===== src/rtl/pll_reconfig_responder.sv =====
// Avalon-MM responder for the video PLL reconfig port: shadow M/N/C/bw/cp
// registers applied atomically through a reset / apply / lock-wait sequence.
module pll_reconfig_responder #(
  parameter int RESET_CYCLES = 4,
  parameter int LOCK_CYCLES  = 16
) (
  input  logic        clk,
  input  logic        reset,
  input  logic [5:0]  mgmt_address,
  input  logic        mgmt_read,
  input  logic        mgmt_write,
  input  logic [31:0] mgmt_writedata,
  output logic [31:0] mgmt_readdata,
  output logic        mgmt_waitrequest,
  output logic        pll_reset,
  output logic        pll_locked,
  output logic [9:0]  m_div,
  output logic [9:0]  n_div,
  output logic [9:0]  c_div,
  output logic [3:0]  bw_cfg,
  output logic [2:0]  cp_cfg
);

  typedef enum logic [1:0] {S_IDLE, S_RST, S_APPLY, S_LOCK} state_t;

  localparam int          CW        = 16;
  localparam logic [CW-1:0] RST_LAST  = CW'(RESET_CYCLES - 1);
  localparam logic [CW-1:0] LOCK_LAST = CW'(LOCK_CYCLES - 1);
  localparam logic [17:0] CNT_RST   = 18'h1_0000;

  state_t        state_q, state_d;
  logic [CW-1:0] cnt_q, cnt_d;
  logic          mode_q, mode_d;
  logic [17:0]   n_q, n_d, m_q, m_d, c_q, c_d;
  logic [3:0]    bw_q, bw_d;
  logic [2:0]    cp_q, cp_d;
  logic [17:0]   an_q, an_d, am_q, am_d, ac_q, ac_d;
  logic [3:0]    abw_q, abw_d;
  logic [2:0]    acp_q, acp_d;

  logic busy, wr_en, start_req;

  // Field value 0 encodes 256; the odd bit never changes the divide value.
  function automatic logic [9:0] div_decode(input logic [17:0] r);
    logic [9:0] hi, lo;
    hi = (r[15:8] == 8'd0) ? 10'd256 : {2'b00, r[15:8]};
    lo = (r[7:0]  == 8'd0) ? 10'd256 : {2'b00, r[7:0]};
    return r[16] ? 10'd1 : (hi + lo);
  endfunction

  assign busy             = (state_q != S_IDLE);
  assign mgmt_waitrequest = ~mode_q & busy & (mgmt_read | mgmt_write);
  assign wr_en            = mgmt_write & ~mgmt_waitrequest;
  assign start_req        = wr_en && (mgmt_address == 6'd2) && mgmt_writedata[0];

  always_ff @(posedge clk) begin
    if (reset) begin
      state_q <= S_IDLE;
      cnt_q   <= '0;
      mode_q  <= 1'b0;
      n_q     <= CNT_RST;
      m_q     <= CNT_RST;
      c_q     <= CNT_RST;
      bw_q    <= 4'd6;
      cp_q    <= 3'd3;
      an_q    <= CNT_RST;
      am_q    <= CNT_RST;
      ac_q    <= CNT_RST;
      abw_q   <= 4'd6;
      acp_q   <= 3'd3;
    end else begin
      state_q <= state_d;
      cnt_q   <= cnt_d;
      mode_q  <= mode_d;
      n_q     <= n_d;
      m_q     <= m_d;
      c_q     <= c_d;
      bw_q    <= bw_d;
      cp_q    <= cp_d;
      an_q    <= an_d;
      am_q    <= am_d;
      ac_q    <= ac_d;
      abw_q   <= abw_d;
      acp_q   <= acp_d;
    end
  end

  // Start is only honoured from IDLE, so busy-time starts fall through.
  always_comb begin
    state_d = state_q;
    cnt_d   = cnt_q;
    unique case (state_q)
      S_IDLE: if (start_req) begin
        state_d = S_RST;
        cnt_d   = '0;
      end
      S_RST: if (cnt_q == RST_LAST) state_d = S_APPLY;
             else                   cnt_d   = cnt_q + 1'b1;
      S_APPLY: begin
        state_d = S_LOCK;
        cnt_d   = '0;
      end
      S_LOCK: if (cnt_q == LOCK_LAST) state_d = S_IDLE;
              else                    cnt_d   = cnt_q + 1'b1;
      default: state_d = S_IDLE;
    endcase
  end

  always_comb begin
    mode_d = mode_q;
    n_d    = n_q;
    m_d    = m_q;
    c_d    = c_q;
    bw_d   = bw_q;
    cp_d   = cp_q;
    if (wr_en) begin
      unique case (mgmt_address)
        6'd0: mode_d = mgmt_writedata[0];
        6'd3: n_d    = mgmt_writedata[17:0];
        6'd4: m_d    = mgmt_writedata[17:0];
        6'd5: c_d    = mgmt_writedata[17:0];
        6'd8: bw_d   = mgmt_writedata[3:0];
        6'd9: cp_d   = mgmt_writedata[2:0];
        default: ;
      endcase
    end
  end

  // Apply uses the pre-edge shadows; a same-cycle write only hits the shadow.
  always_comb begin
    an_d  = an_q;
    am_d  = am_q;
    ac_d  = ac_q;
    abw_d = abw_q;
    acp_d = acp_q;
    if (state_q == S_APPLY) begin
      an_d  = n_q;
      am_d  = m_q;
      ac_d  = c_q;
      abw_d = bw_q;
      acp_d = cp_q;
    end
  end

  always_comb begin
    pll_reset  = (state_q == S_RST);
    pll_locked = (state_q == S_IDLE);
    m_div      = div_decode(am_q);
    n_div      = div_decode(an_q);
    c_div      = div_decode(ac_q);
    bw_cfg     = abw_q;
    cp_cfg     = acp_q;
  end

  always_comb begin
    mgmt_readdata = '0;
    unique case (mgmt_address)
      6'd0: mgmt_readdata = {31'd0, mode_q};
      6'd1: mgmt_readdata = {31'd0, ~busy};
      6'd3: mgmt_readdata = {14'd0, n_q};
      6'd4: mgmt_readdata = {14'd0, m_q};
      6'd5: mgmt_readdata = {14'd0, c_q};
      6'd8: mgmt_readdata = {28'd0, bw_q};
      6'd9: mgmt_readdata = {29'd0, cp_q};
      default: ;
    endcase
  end

endmodule

===== config.mk =====
export PLATFORM = sky130hd
export DESIGN_NAME = pll_reconfig_responder
export DESIGN_NICKNAME = d
export VERILOG_FILES = /design/src/rtl/pll_reconfig_responder.sv
export SDC_FILE = /design/constraint.sdc
export NUM_CORES = 1
export LEC_CHECK = 0
export CAP_MARGIN = 0
export CORE_MARGIN = 5
export CORE_UTILIZATION = 45
export DETAILED_ROUTE_END_ITERATION = 16
export HOLD_SLACK_MARGIN = 0.06
export PLACE_DENSITY = 0.69
export SLEW_MARGIN = 20
export SYNTH_ARGS = -nofsm -noshare
export SYNTH_HDL_FRONTEND = slang
export SYNTH_SLANG_ARGS = --single-unit

===== constraint.sdc =====
create_clock -name clk -period 3.25 [get_ports clk]
set_clock_uncertainty 0.05 [all_clocks]
set_input_delay 0.8125 -clock clk [delete_from_list [all_inputs] [get_ports clk]]
set_output_delay 0.8125 -clock clk [all_outputs]
set_load 0.02 [all_outputs]

* Word-level counts from Yosys, hierarchy flattened
Index checks and enable logic that the tools add are counted.
** Cells by class
- Add/subtract/negate cells :: 4
- Equal/unequal tests :: 17
- Muxes and demuxes :: 18
- Bitwise gates (word level) :: 7
- Reduce and logical (&&, ||, !) cells :: 19
** Operator list (count)
- 18-bit one-hot mux with 7 select lines :: 1
- 16-bit one-hot mux with 4 select lines :: 1
- 9-bit 2-to-1 mux :: 6
- 8-bit logical NOT :: 6
- 16-bit 2-to-1 mux :: 3
- 9-bit by 9-bit adder with 10-bit output :: 3
- 10-bit 2-to-1 mux :: 3
- 16-bit by 1-bit adder with 16-bit output (second input constant) :: 1
- 16-bit by 2-bit equality test with 1-bit output (second input constant) :: 1
- 16-bit by 4-bit equality test with 1-bit output (second input constant) :: 1
- 6-bit by 2-bit equality test with 1-bit output (second input constant) :: 2
- 6-bit by 3-bit equality test with 1-bit output (second input constant) :: 2
- 6-bit by 4-bit equality test with 1-bit output (second input constant) :: 2
- 2-bit AND reduction :: 6
- 2-bit one-hot mux with 4 select lines :: 1
- 6-bit by 1-bit equality test with 1-bit output (second input constant) :: 1
- 6-bit logical NOT :: 1
- 2-bit 2-to-1 mux :: 3
- 2-bit inequality test (second input constant) :: 3
- 3-bit AND reduction :: 2
- 2-bit equality test (second input constant) :: 2
- 2-bit by 1-bit inequality test with 1-bit output (second input constant) :: 2
- 1-bit AND :: 3
- 1-bit NOT :: 3
- other kinds (5) :: 6
** Storage, ports and cells
- Flip-flop bits (word level) :: 138
- Input port bits :: 42
- Output and inout bits :: 72
- Word-level logic and storage cells :: 78

* Longest topological paths before layout
Gate-level depths: netlist of run 1.
- Depth after elaboration :: 9
- Gate-level depth with buffers :: 9
- Gate-level depth less buffers :: 8

* Worst setup path before layout of run 1
Ideal clock, no wire load.
- Path kind :: input-to-output
- Start point :: in mgmt_address[2]
- End point :: out mgmt_readdata[3]
- Arrival time :: 2286 ps
- Data required time :: 2388 ps
- Setup slack :: 102 ps
- Stages :: 6
- Buffers on the path :: 2
- Path through :: or3_1 -> buf_6 -> nor4_2 -> clkbuf_1 -> a22oi_1 -> nand2_1
** On the way
- Cells in the longest elaborated chain, start to end :: 2
- Elaborated cells between the ends (all ways) :: 8
- Those cells by class :: 6 x eq/ne; 1 x mux; 1 x reduce/logical
** Ends and longest elaborated chain
- start: declaration :: RTL line 9 : input logic [5:0] mgmt_address,
- 6-bit by 4-bit equality test with 1-bit output (tied with other cells) :: RTL line 157 : unique case (mgmt_address)
- 18-bit one-hot mux with 7 select lines * :: RTL line 157
- end: declaration :: RTL line 13 : output logic [31:0] mgmt_readdata,
Mark *: on every way between the ends. The rest lies on a longest branch, timed or not.

* Worst setup path after layout of run 1
- Start point :: reg an_q[0]
- End point :: out n_div[8]
** On the way
- Cells in the longest elaborated chain, start to end :: 4
** Ends and longest elaborated chain
- start: declaration :: RTL line 37 : logic [17:0] an_q, an_d, am_q, am_d, ac_q, ac_d;
- start signal: assignment :: RTL line 80 : an_q <= an_d;
- 8-bit logical NOT :: RTL line 47 : lo = (r[7:0] == 8'd0) ? 10'd256 : {2'b00, r[7:0]};
- 9-bit 2-to-1 mux * :: RTL line 47
- 9-bit by 9-bit adder with 10-bit output * :: RTL line 48 : return r[16] ? 10'd1 : (hi + lo);
- 10-bit 2-to-1 mux * :: RTL line 48
- end: declaration :: RTL line 18 : output logic [9:0] n_div,
Marks and branches as above.

==> impl_metrics.csv, run 1 <==
group,metric,value,unit
run_status,status,"finished with violations",
run_status,violations,"setup timing",
finish,mostFrequentLayoutCell,"nand2_1",
pwr,ir_drop,374,uV
run,maxCapViolCount,0,
finish,register_area,2780,um2
finish,nets,1053,
cts,cts.sinks,138,
yosys,synth-seq-cells,138,
finish,n_antenna_cell,0,
finish,n_fill_cell,1470,
floorplan,initial_core_util,0.458,
worst_hold_path,min_path_cells,2,
floorplan,num_rows,46,
critical_path,reg2reg_slack,1.04,ns
pwr,cellLeakagePower,3.62,nW
critical_path,r2r-end,"cnt_q[3]$_SDFFE_PP0P_",
floorplan,coreArea,15900,um2
critical_path,timing.rr.start,"cnt_q[9]$_SDFFE_PP0P_",
finish,mostFrequentLayoutCells,"nand2_1, dfxtp_1, nor2_1, a21oi_1, mux2i_1",
sta,relSlewSlack,0.275,
routing,vias_per_cell,5.49,
place,gp_congestion,0.854,
finish,multi_input_area,4190,um2
global_routing,antenna_found_initial,0,
yosys,ys_seq_area_frac,0.380,
cts,cts_tree,"built",
critical_path,criticalPathCategory,"reg -> out",
cts,clock-root-buffer,"clkbuf_16",
global_routing,grtUsageTotal,0.211,
routing,dr.pass1.iters,6,
critical_path,path_max_fanout,2,
sta,drv_slew,0,
floorplan,dieArea,18800,um2
routing,dr_total_vias,6615,
sta,max_freq,0.308,GHz
cts,clockBufferDepth,2,
place,post_dp_cell_area,8350,um2
place,dp_hpwl,13400,um
pwr,p_per_area,436,nW/um2
place,portBuffers,85,
cts,insertion_delay,0.42,ns
critical_path,reg2reg_depth,5,
finish,area_growth,26.3,%
routing,wl,19700,um
yosys,synth_cell_types,60,
critical_path,cp_data_required_time,2.39,ns
global_routing,grt_max_degree,106,
critical_path,worstPathArrival,2.39,ns
routing,wl_per_cell,16.3,um
sta,layout_setup_ws,-0.00142,ns
routing,drt_iter0_markers,705,
cts,cts_max_level,4,
finish,drive_gt1_frac,0.186,
sta,finalSetupViolations,1,
global_routing,grt_overflow_total,0,
floorplan,die_h,137,um
routing,drc,0,
floorplan,ios,114,
worst_hold_path,hold_start,"m_q[17]$_SDFFE_PP0P_",
critical_path,cpPeakStageDelay,0.38,ns
critical_path,crit_path_cell_trace,"ha_4 -> inv_2 -> fa_2 -> nor2b_4 -> o21ai_2 -> a21oi_2 -> buf_4 -> o41ai_4 -> mux2_4 -> buf_6",
critical_path,cp-start-kind,"flop",
worst_hold_path,hold_path.class,"reg -> reg",
sta,period_share,1.00,
worst_hold_path,min_to,"m_q[17]$_SDFFE_PP0P_",
routing,ant_nets,0,
finish,design_area,9190,um2
critical_path,startpoint,"an_q[0]$_SDFFE_PP0P_",
sta,rsz0062_at_grt,"true",
critical_path,worst_setup_path_end_kind,"primary output",
critical_path,crit_path_top_delay_cell,"fa_2",
cts,cts_buffers,17,
floorplan,die_w,137,um
yosys,ys_async_sr_fraction,0,
sta,finalCriticalPeriod,3.25,ns
yosys,yosys_warnings,0,
yosys,synth_ff_type,"dfxtp_1",
global_routing,grt_pass1_vias,6199,
sta,hold_viol,0,
yosys,synth.avg_cell_area,8.02,um2
yosys,netlist_instances,907,
cts,clkTransAtPathRegs,0.06,ns
sta,tightest_slew,1.09,ns
global_routing,grt_pass1_wl,31300,um
yosys,synth_edf_count,0,
pwr,power.total,4.01,mW
yosys,synthesis.area,7270,um2
==> cell usage after synthesis, drive strengths merged, types with 17 or more instances <==
| master | count | area, um2 |
|---|---|---|
| o21ai | 30 | 154 |
| nand2 | 142 | 533 |
| inv | 37 | 139 |
| ha | 32 | 400 |
| dfxtp | 138 | 2760 |
| a222oi | 17 | 170 |
| mux2i | 65 | 651 |
| a21oi | 71 | 355 |
| nor3 | 20 | 100 |
| nor2 | 104 | 390 |
| buf | 32 | 203 |
| clkbuf | 72 | 280 |
==> where the power goes <==
| group | total (mW) | internal [mW] | switching, mW |
|---|---|---|---|
| Combinational | 0.387 | 0.154 | 0.233 |
| Sequential | 1.72 | 1.70 | 0.0136 |
| Clock | 1.90 | 1.11 | 0.791 |
| Total | 4.01 | 2.97 | 1.04 |
==> registers in the layout, summed over array words and instances (netlist names) <==
name     flops
c_q         18
bw_q         4
cp_q         3
m_q         18
n_q         18
an_q        17
cnt_q       16
cp_cfg       3
am_q        17
bw_cfg       4
ac_q        17
mode_q       1
state_q      2
==> stage by stage <==
step / instances / hold WS [ns] / util / setup WS, ns / TNS, ns
floorplan: 920 / 0.386 / - / 0.102 / 0
global placement: 1161 / 0.394 / 0.526 / -0.660 / -11.12
detailed placement: 1161 / 0.398 / 0.526 / -0.698 / -12.14
CTS: 1205 / 0.406 / 0.574 / 0.00326 / 0
global route: 1205 / 0.421 / 0.578 / -0.0941 / -0.181
finish: 1205 / 0.410 / 0.578 / -0.00142 / -0.00142
==> worst max path at each step <==
stage          cells after the start          endpoint  slack (ns)
2_1_floorplan                      6  mgmt_readdata[3]        0.10
3_3_place_gp                       6  mgmt_readdata[2]       -0.66
3_5_place_dp                       7  mgmt_readdata[3]       -0.70
4_1_cts                            8  mgmt_readdata[9]       0.003
5_1_grt                           10          n_div[8]       -0.09
6_report                          10          n_div[8]      -0.001
==> cell families after synthesis <==
kind of cell	share of synthesized area
buffers and inverters	0.0855
AND/OR/NAND/NOR	0.212
flip-flops	0.380
multiplexers	0.0977
adder cells (fa/ha/maj)	0.0633
XOR/XNOR	0.0108
other	0.000516
AO/OA/AOI/OAI	0.150
==> per-layer routing <==
metal  wire length (um)  track usage
met2               9280        0.329
met1               8580        0.280
met4                468       0.0854
met5                  0            0
met3               1340       0.0518
==> cell type report <==
type,count,area share
Multi-Input combinational cell,641,0.456
Sequential cell,138,0.302
Timing Repair Buffer,141,0.134
Clock buffer,19,0.0493
Tap cell,216,0.0294
Inverter,37,0.0151
Clock inverter,13,0.0142
==> critical path, delay by kind of cell, from the launching register on <==
family | cells | cell delay (ns)
flip-flops | 1 | 0.37
buffers and inverters | 3 | 0.31
multiplexers | 1 | 0.32
AO/OA/AOI/OAI | 3 | 0.30
AND/OR/NAND/NOR | 1 | 0.14
adder cells (fa/ha/maj) | 2 | 0.53
==> timing repair <==
item / in CTS / in global routing
pin swaps: 16 / 18
buffers inserted: 11 / 1
endpoints found under the setup margin: 36 / 30
cloned: 1 / 0
hold buffers: 0 / 0
gates resized for setup: 158 / 74
(Power assumes the default switching activity.)
==> run 2, diff against run 1 <==
--- a/config.mk
+++ b/config.mk
@@ -8,6 +8,7 @@
 export CAP_MARGIN = 0
 export CORE_MARGIN = 5
 export CORE_UTILIZATION = 45
+export CTS_CLUSTER_DIAMETER = 40
 export DETAILED_ROUTE_END_ITERATION = 16
 export HOLD_SLACK_MARGIN = 0.06
 export PLACE_DENSITY = 0.69
==> results of run 2 <==
No change in the layout: final DEF, timing and power equal those of run 1.
==> run 3, diff against run 2 <==
--- a/config.mk
+++ b/config.mk
@@ -5,6 +5,8 @@
 export SDC_FILE = /design/constraint.sdc
 export NUM_CORES = 1
 export LEC_CHECK = 0
+export ABC_AREA = 1
+export ABC_CLOCK_PERIOD_IN_PS = 3250
 export CAP_MARGIN = 0
 export CORE_MARGIN = 5
 export CORE_UTILIZATION = 45
==> impl_metrics.csv, run 3 <==
group,metric,value,unit
pwr,ir_drop,451,uV
sta,tightest_slew,0.778,ns
critical_path,worst_setup_path_end_kind,"primary output",
yosys,ys_async_sr_fraction,0,
global_routing,grt_overflow_total,0,
run_status,status,"finished clean",
sta,hold_viol,0,
routing,wl,19800,um
yosys,synth-seq-cells,138,
global_routing,grt_pass1_vias,6541,
routing,dr.max_layer_used,"met4",
floorplan,die_w,138,um
sta,relSlewSlack,0.478,
floorplan,num_rows,46,
routing,met2_length,8870,um
sta,finalCriticalPeriod,3.13,ns
yosys,synth_edf_count,0,
sta,drv_slew,0,
yosys,synth_largest_area_cell,"dfxtp_1",
critical_path,reg2reg_depth,6,
cts,cts.sinks,138,
finish,mostFrequentLayoutCell,"nor2_1",
run,maxCapViolCount,0,
yosys,synthesis.area,7400,um2
pwr,cellLeakagePower,4.19,nW
critical_path,r2r-end,"an_q[12]$_SDFFE_PP0P_",
cts,cts_tree,"built",
global_routing,antenna_found_initial,0,
critical_path,reg2reg_slack,1.09,ns
critical_path,crit_path_frequent_cell,"nand2_1",
yosys,yosysMostFrequentCell,"nor2_1",
place,preCtsSetupSlack,-0.475,ns
cts,insertion_delay,0.42,ns
routing,dr.pass1.iters,5,
yosys,synth_ff_type,"dfxtp_1",
floorplan,ios,114,
critical_path,startpoint,"ac_q[7]$_SDFFE_PP0P_",
sta,fin_hold_ws,0.405,ns
routing,drc,0,
sta,layout_setup_ws,0.118,ns
routing,wl_met1,9560,um
critical_path,cp_data_required_time,2.39,ns
yosys,yosys-top-cells-area,"dfxtp_1, nor2_1, nand2_1",
worst_hold_path,hold_path.class,"reg -> reg",
yosys,synth_cell_types,40,
routing,wl_per_cell,14.2,um
critical_path,cpPeakStageDelay,0.33,ns
sta,period_share,0.964,
yosys,ys_seq_area_frac,0.373,
sta,finalSetupViolations,0,
critical_path,criticalPathCategory,"reg -> out",
cts,clock-root-buffer,"clkbuf_16",
yosys,synth.avg_cell_area,6.63,um2
floorplan,dieArea,19100,um2
cts,cts_buffers,17,
critical_path,worstPathArrival,2.27,ns
critical_path,timing.rr.start,"state_q[0]$_SDFFE_PP0P_",
floorplan,coreArea,16000,um2
finish,area_growth,22.0,%
finish,reg_top3,"c_q: 18 flops, m_q: 18 flops, n_q: 18 flops",
critical_path,path_max_fanout,3,
place,dp_hpwl,14400,um
yosys,netlist_instances,1115,
global_routing,grt_max_degree,58,
critical_path,cp-start-kind,"flop",
pwr,p_per_area,726,nW/um2
floorplan,die_h,138,um
cts,clkTransAtPathRegs,0.06,ns
global_routing,grtUsageTotal,0.206,
critical_path,crit_path_top_delay_cell,"dfxtp_1",
cts,cts_max_level,4,
routing,drt_iter0_markers,494,
finish,drive_gt1_frac,0.114,
critical_path,crit_path_cell_trace,"nor4_2 -> nand2_1 -> nor3_1 -> ha_1 -> a21oi_1 -> nand2_1 -> nand2_1 -> inv_1 -> dlygate4sd2_1",
finish,n_fill_cell,1608,
routing,dr_total_vias,7102,
finish,n_antenna_cell,0,
cts,clockBufferDepth,2,
routing,vias_per_cell,5.09,
routing,wl_met3,1110,um
cts,hold_buffers,0,
place,portBuffers,85,
place,gp_congestion,0.893,
sta,max_freq,0.319,GHz
critical_path,cp-endpoint,"c_div[9]",
floorplan,initial_core_util,0.462,
routing,ant_nets,0,
yosys,synthTopCellsByCount,"nor2_1, nand2_1, dfxtp_1",
yosys,yosys_warnings,0,
finish,mostFrequentLayoutCells,"nor2_1, nand2_1, dfxtp_1, o21ai_0, inv_1",
global_routing,grt_pass1_wl,32900,um
finish,nets,1246,
yosys,yosysTopAreaCellShare,0.373,
run 3: changes by cell type after synthesis, moves of 12 or more:
cell,before,now
nor2_1,104,271
o21ai_0,29,119
mux2i_1,65,0
nand2_1,142,198
nand3_1,14,56
inv_1,37,64
a21oi_1,71,48
a222oi_1,17,0
or4_1,14,0
nor2b_1,12,0
run 3: per-layer routing:
layer	GRT usage	vias to the layer above
li1	-	3637
met3	0.0431	21
met1	0.296	3242
met2	0.315	202
met5	0	-
met4	0.0546	0
run 3: logic make-up after synthesis:
logic type,after synthesis,synth area share
other cells,1,0.000507
buf+inv,170,0.0978
compound gates,179,0.125
fa+ha+maj,35,0.0622
simple gates,578,0.324
flops,138,0.373
xor+xnor,14,0.0166
run 3: final cells by class:
cell class	instances	area [um2]	share of cell area
Inverter	72	277	0.0306
Sequential cell	138	2770	0.307
Timing Repair Buffer	120	1100	0.122
Tap cell	216	270	0.0299
Clock buffer	24	502	0.0556
Multi-Input combinational cell	820	4020	0.445
Clock inverter	6	87.6	0.00970
run 3: power by group:
part | switching (mW) | leakage [nW] | total, mW | internal, mW
sequential | 0.212 | 1.12 | 2.16 | 1.95
combinational | 1.56 | 2.79 | 2.47 | 0.913
clock | 0.697 | 0.280 | 1.92 | 1.22
run 3: critical path, delay by kind of cell, from the launching register on:
family | cells | cell delay (ns)
flops | 1 | 0.33
fa+ha+maj | 1 | 0.31
simple gates | 5 | 0.71
compound gates | 1 | 0.17
buf+inv | 2 | 0.35
run 3: through the flow:
stage | total power [mW] | instance area, um2 | utilization | cells | setup TNS (ns)
floorplan | 3.92 | 7450 | - | 1128 | 0
global placement | 4.60 | 8380 | 0.524 | 1361 | -7.43
detailed placement | 4.62 | 8380 | 0.524 | 1361 | -7.71
CTS | 6.55 | 8960 | 0.560 | 1395 | -0.0137
global route | 7.02 | 9030 | 0.564 | 1396 | -0.0228
finish | 6.55 | 9030 | 0.564 | 1396 | 0
run 3: worst min-delay path by stage:
stage                                      start                endpoint  slack (ns)  cells after the start
after global placement    bw_cfg[1]$_SDFFE_PP1P_  bw_cfg[1]$_SDFFE_PP1P_        0.39                      2
after CTS                 bw_cfg[2]$_SDFFE_PP1P_  bw_cfg[2]$_SDFFE_PP1P_        0.41                      2
after detailed placement  bw_cfg[2]$_SDFFE_PP1P_  bw_cfg[2]$_SDFFE_PP1P_        0.40                      2
after global routing      cp_cfg[0]$_SDFFE_PP1P_  cp_cfg[0]$_SDFFE_PP1P_        0.43                      2
after floorplan            cnt_q[1]$_SDFFE_PP0P_   cnt_q[1]$_SDFFE_PP0P_        0.39                      2
final                     bw_cfg[2]$_SDFFE_PP1P_  bw_cfg[2]$_SDFFE_PP1P_        0.41                      2
run 3: repair_timing:
item,4_1_cts,5_1_grt
gates resized for setup,105,33
setup endpoints to repair,31,31
setup buffers,4,1
pin swaps,2,6
==> RTL change, RTL diff (flow settings as in run 1) <==
`CW`: 16 -> 15.
--- a/src/rtl/pll_reconfig_responder.sv
+++ b/src/rtl/pll_reconfig_responder.sv
@@ -23,7 +23,7 @@
 
   typedef enum logic [1:0] {S_IDLE, S_RST, S_APPLY, S_LOCK} state_t;
 
-  localparam int          CW        = 16;
+  localparam int          CW        = 15;
   localparam logic [CW-1:0] RST_LAST  = CW'(RESET_CYCLES - 1);
   localparam logic [CW-1:0] LOCK_LAST = CW'(LOCK_CYCLES - 1);
   localparam logic [17:0] CNT_RST   = 18'h1_0000;
Behaviour: no difference found for any inputs over 4 cycles, from zero or initial values and one cycle with reset high; that may be too few to reach the edited logic, so the function may still have changed.
==> RTL change against run 1 <==
- the run still ends with negative setup slack left
- total power grew 4.3%
- die area up 0.88%
- setup slack worse by 0.0042 ns
- wire length down 0.78%
- area after synthesis rose by 0.95%
- final area up 1.7%
- synthesized cell count increased by 2.6%
- maximum frequency is 0.13% lower
- sequential cell count is 1 lower
- combinational power decreased by 25%
- count of clock-buffer cells in the layout grew 1
- critical path type unchanged
- critical endpoint is now c_div[8]
==> RTL change: results (changes against run 1) <==
| Metric | Value |
|---|---|
| Critical R2R Capture | `cp_q[1]` |
| Synth cell count leaders | `166 x nand2_1, 137 x dfxtp_1, 104 x nor2_1` |
| Port Buffers | `85 (unchanged)` |
| Final hold violation count | `0 (unchanged)` |
| Sequential area share after synthesis | `0.3736 (-0.006287)` |
| Hold WC Path Type | `reg -> reg` |
| Synth top area cells | `dfxtp_1 37%, nand2_1 8.5%, mux2i_1 8.5%, ha_1 5.5%, a21oi_1 5.4%` |
| H-tree lvl count | `4 (unchanged)` |
| Status | `complete, but fails checks` |
| Worst Hold Launch | `m_q[9]` |
| YS warnings | `0 (unchanged)` |
| HPWL Detailed | `13710 um (+2.2%)` |
| Pin count of the biggest net entering global routing | `93 (-12%)` |
| Post-synth ARST share | `0 (unchanged)` |
| Final GP Congestion | `0.8508 (-0.40%)` |
| Final worst slack | `-0.005668 ns (-0.004248 ns)` |
| Clock Latency Late Sink | `0.41 ns` |
| Hold WS | `0.4216 ns (+0.01175 ns)` |
| Number of global-route vias before repair | `6035 (-2.6%)` |
| Initial antenna violation count | `0 (unchanged)` |
| Crit path arrival time | `2.39 ns (about the same)` |
| Final setup viols | `1 (unchanged)` |
| RR Startpoint | `state_q[0]` |
| Max clock buf depth | `2 (unchanged)` |
| CTS Buf Count | `17 (unchanged)` |
| Number of antenna diodes | `0 (unchanged)` |
| Detailed-route via count | `6499 (-1.8%)` |
| Initial DRC Count | `492 (-30%)` |
| Reg2Reg Setup Slack | `0.94 ns (-0.10 ns)` |
| Max IR drop VDD | `0.4239 mV (+13%)` |
| First-pass GRT wire length | `31090 um (-0.62%)` |
| Fill cells | `1391 (-5.4%)` |
| Yosys cell types | `65 (+8.3%)` |
| Share of cells above drive strength 1 | `0.1925 (+0.006414)` |
| Hold endpoint | `m_q[9]` |
| Total Nets Final | `1072 (+1.8%)` |
| Regs by FF count | `c_q: 18 flops, m_q: 18 flops, n_q: 18 flops` |
| Net Sw Power | `0.9081 mW (-12%)` |
| Total Wirelength | `19520 um (-0.78%)` |
| P_leak | `3.611 nW (-0.12%)` |
| Critical path peak fanout | `4 (+2)` |
| Clock-pin slew on the worst setup and hold paths | `0.06 ns (about the same)` |
| Pre-antenna DRT Iters | `5 (-1)` |
| Worst slew margin | `0.3515 (+0.07686)` |
| Gr usage total | `0.2080 (-0.003107)` |
| CP Launch Point | `ac_q[0]` |
| Violated checks | `negative setup slack` |
| Worst reg2reg path depth | `8 (+3)` |
## RTL change: cell families (layout without fill, tap and decap cells)
| family | count (synthesis) | count (layout) | share of synthesized area |
|---|---|---|---|
| AND/OR/NAND/NOR | 386 | 386 | 0.2427 |
| AO/OA/AOI/OAI | 170 | 170 | 0.1450 |
| flip-flops | 137 | 137 | 0.3736 |
| buffers and inverters | 128 | 192 | 0.07566 |
| multiplexers | 65 | 65 | 0.08913 |
| adder cells (fa/ha/maj) | 35 | 35 | 0.06271 |
| XOR/XNOR | 9 | 9 | 0.01074 |
| other | 1 | 14 | 0.0005108 |
## RTL change: how the worst max path moves through the flow
stage                              endpoint  cells after the start
after detailed placement   mgmt_readdata[1]                      6
after global placement     mgmt_readdata[1]                      7
after global routing               c_div[8]                      9
after floorplan           mgmt_readdata[10]                      6
after CTS                          m_div[8]                      7
final                              c_div[8]                      7
## RTL change: stage by stage
stage | TNS, ns | cells | instance area (um^2) | setup WS, ns
2_1_floorplan | 0 | 944 | 7391 | 0.06928
3_3_place_gp | -11.29 | 1183 | 8442 | -0.6715
3_5_place_dp | -11.52 | 1183 | 8442 | -0.6919
4_1_cts | -0.006663 | 1224 | 9223 | -0.006663
5_1_grt | -0.2360 | 1224 | 9346 | -0.08902
6_report | -0.005668 | 1224 | 9346 | -0.005668
## RTL change: cell type report
type / instances / area, um^2 / area share
clock buffers: 20 / 456.7 / 0.04886
clock inverters: 12 / 220.2 / 0.02356
inverters: 22 / 82.58 / 0.008835
multi-input cells: 679 / 4319 / 0.4621
flip-flops and latches: 137 / 2758 / 0.2950
well taps: 216 / 270.3 / 0.02892
repair buffers: 138 / 1240 / 0.1327
## RTL change: critical path: stages (launching register included)
cell and delay, ns:
dfxtp_1 0.33, buf_4 0.14, or4_4 0.54, nor2_2 0.14, ha_1 0.27, nor2b_1 0.14
mux2_2 0.28, buf_6 0.13
## RTL change: power by group through the flow
stage | clock network [mW] | logic (mW) | registers (mW)
2_1_floorplan | 0 | 0.186 | 1.73
3_5_place_dp | 0 | 0.285 | 1.73
4_1_cts | 2.22 | 0.290 | 1.69
6_report | 2.20 | 0.289 | 1.69
3_3_place_gp | 0 | 0.284 | 1.73
5_1_grt | 2.30 | 0.314 | 1.69
## RTL change: what timing repair did
| item | CTS | global route |
|---|---|---|
| gates resized for setup | 180 | 61 |
| setup buffers | 7 | 2 |
| pin swaps | 12 | 16 |
| setup endpoints to repair | 36 | 35 |
| gates cloned | 2 | 0 |
## RTL change: metal layers
metal	up-vias	part of all wire	global-route usage
li1	3269	-	-
met4	0	0.014	0.05598
met2	160	0.49	0.3427
met3	24	0.046	0.04821
met5	-	0	0
met1	3046	0.45	0.2743
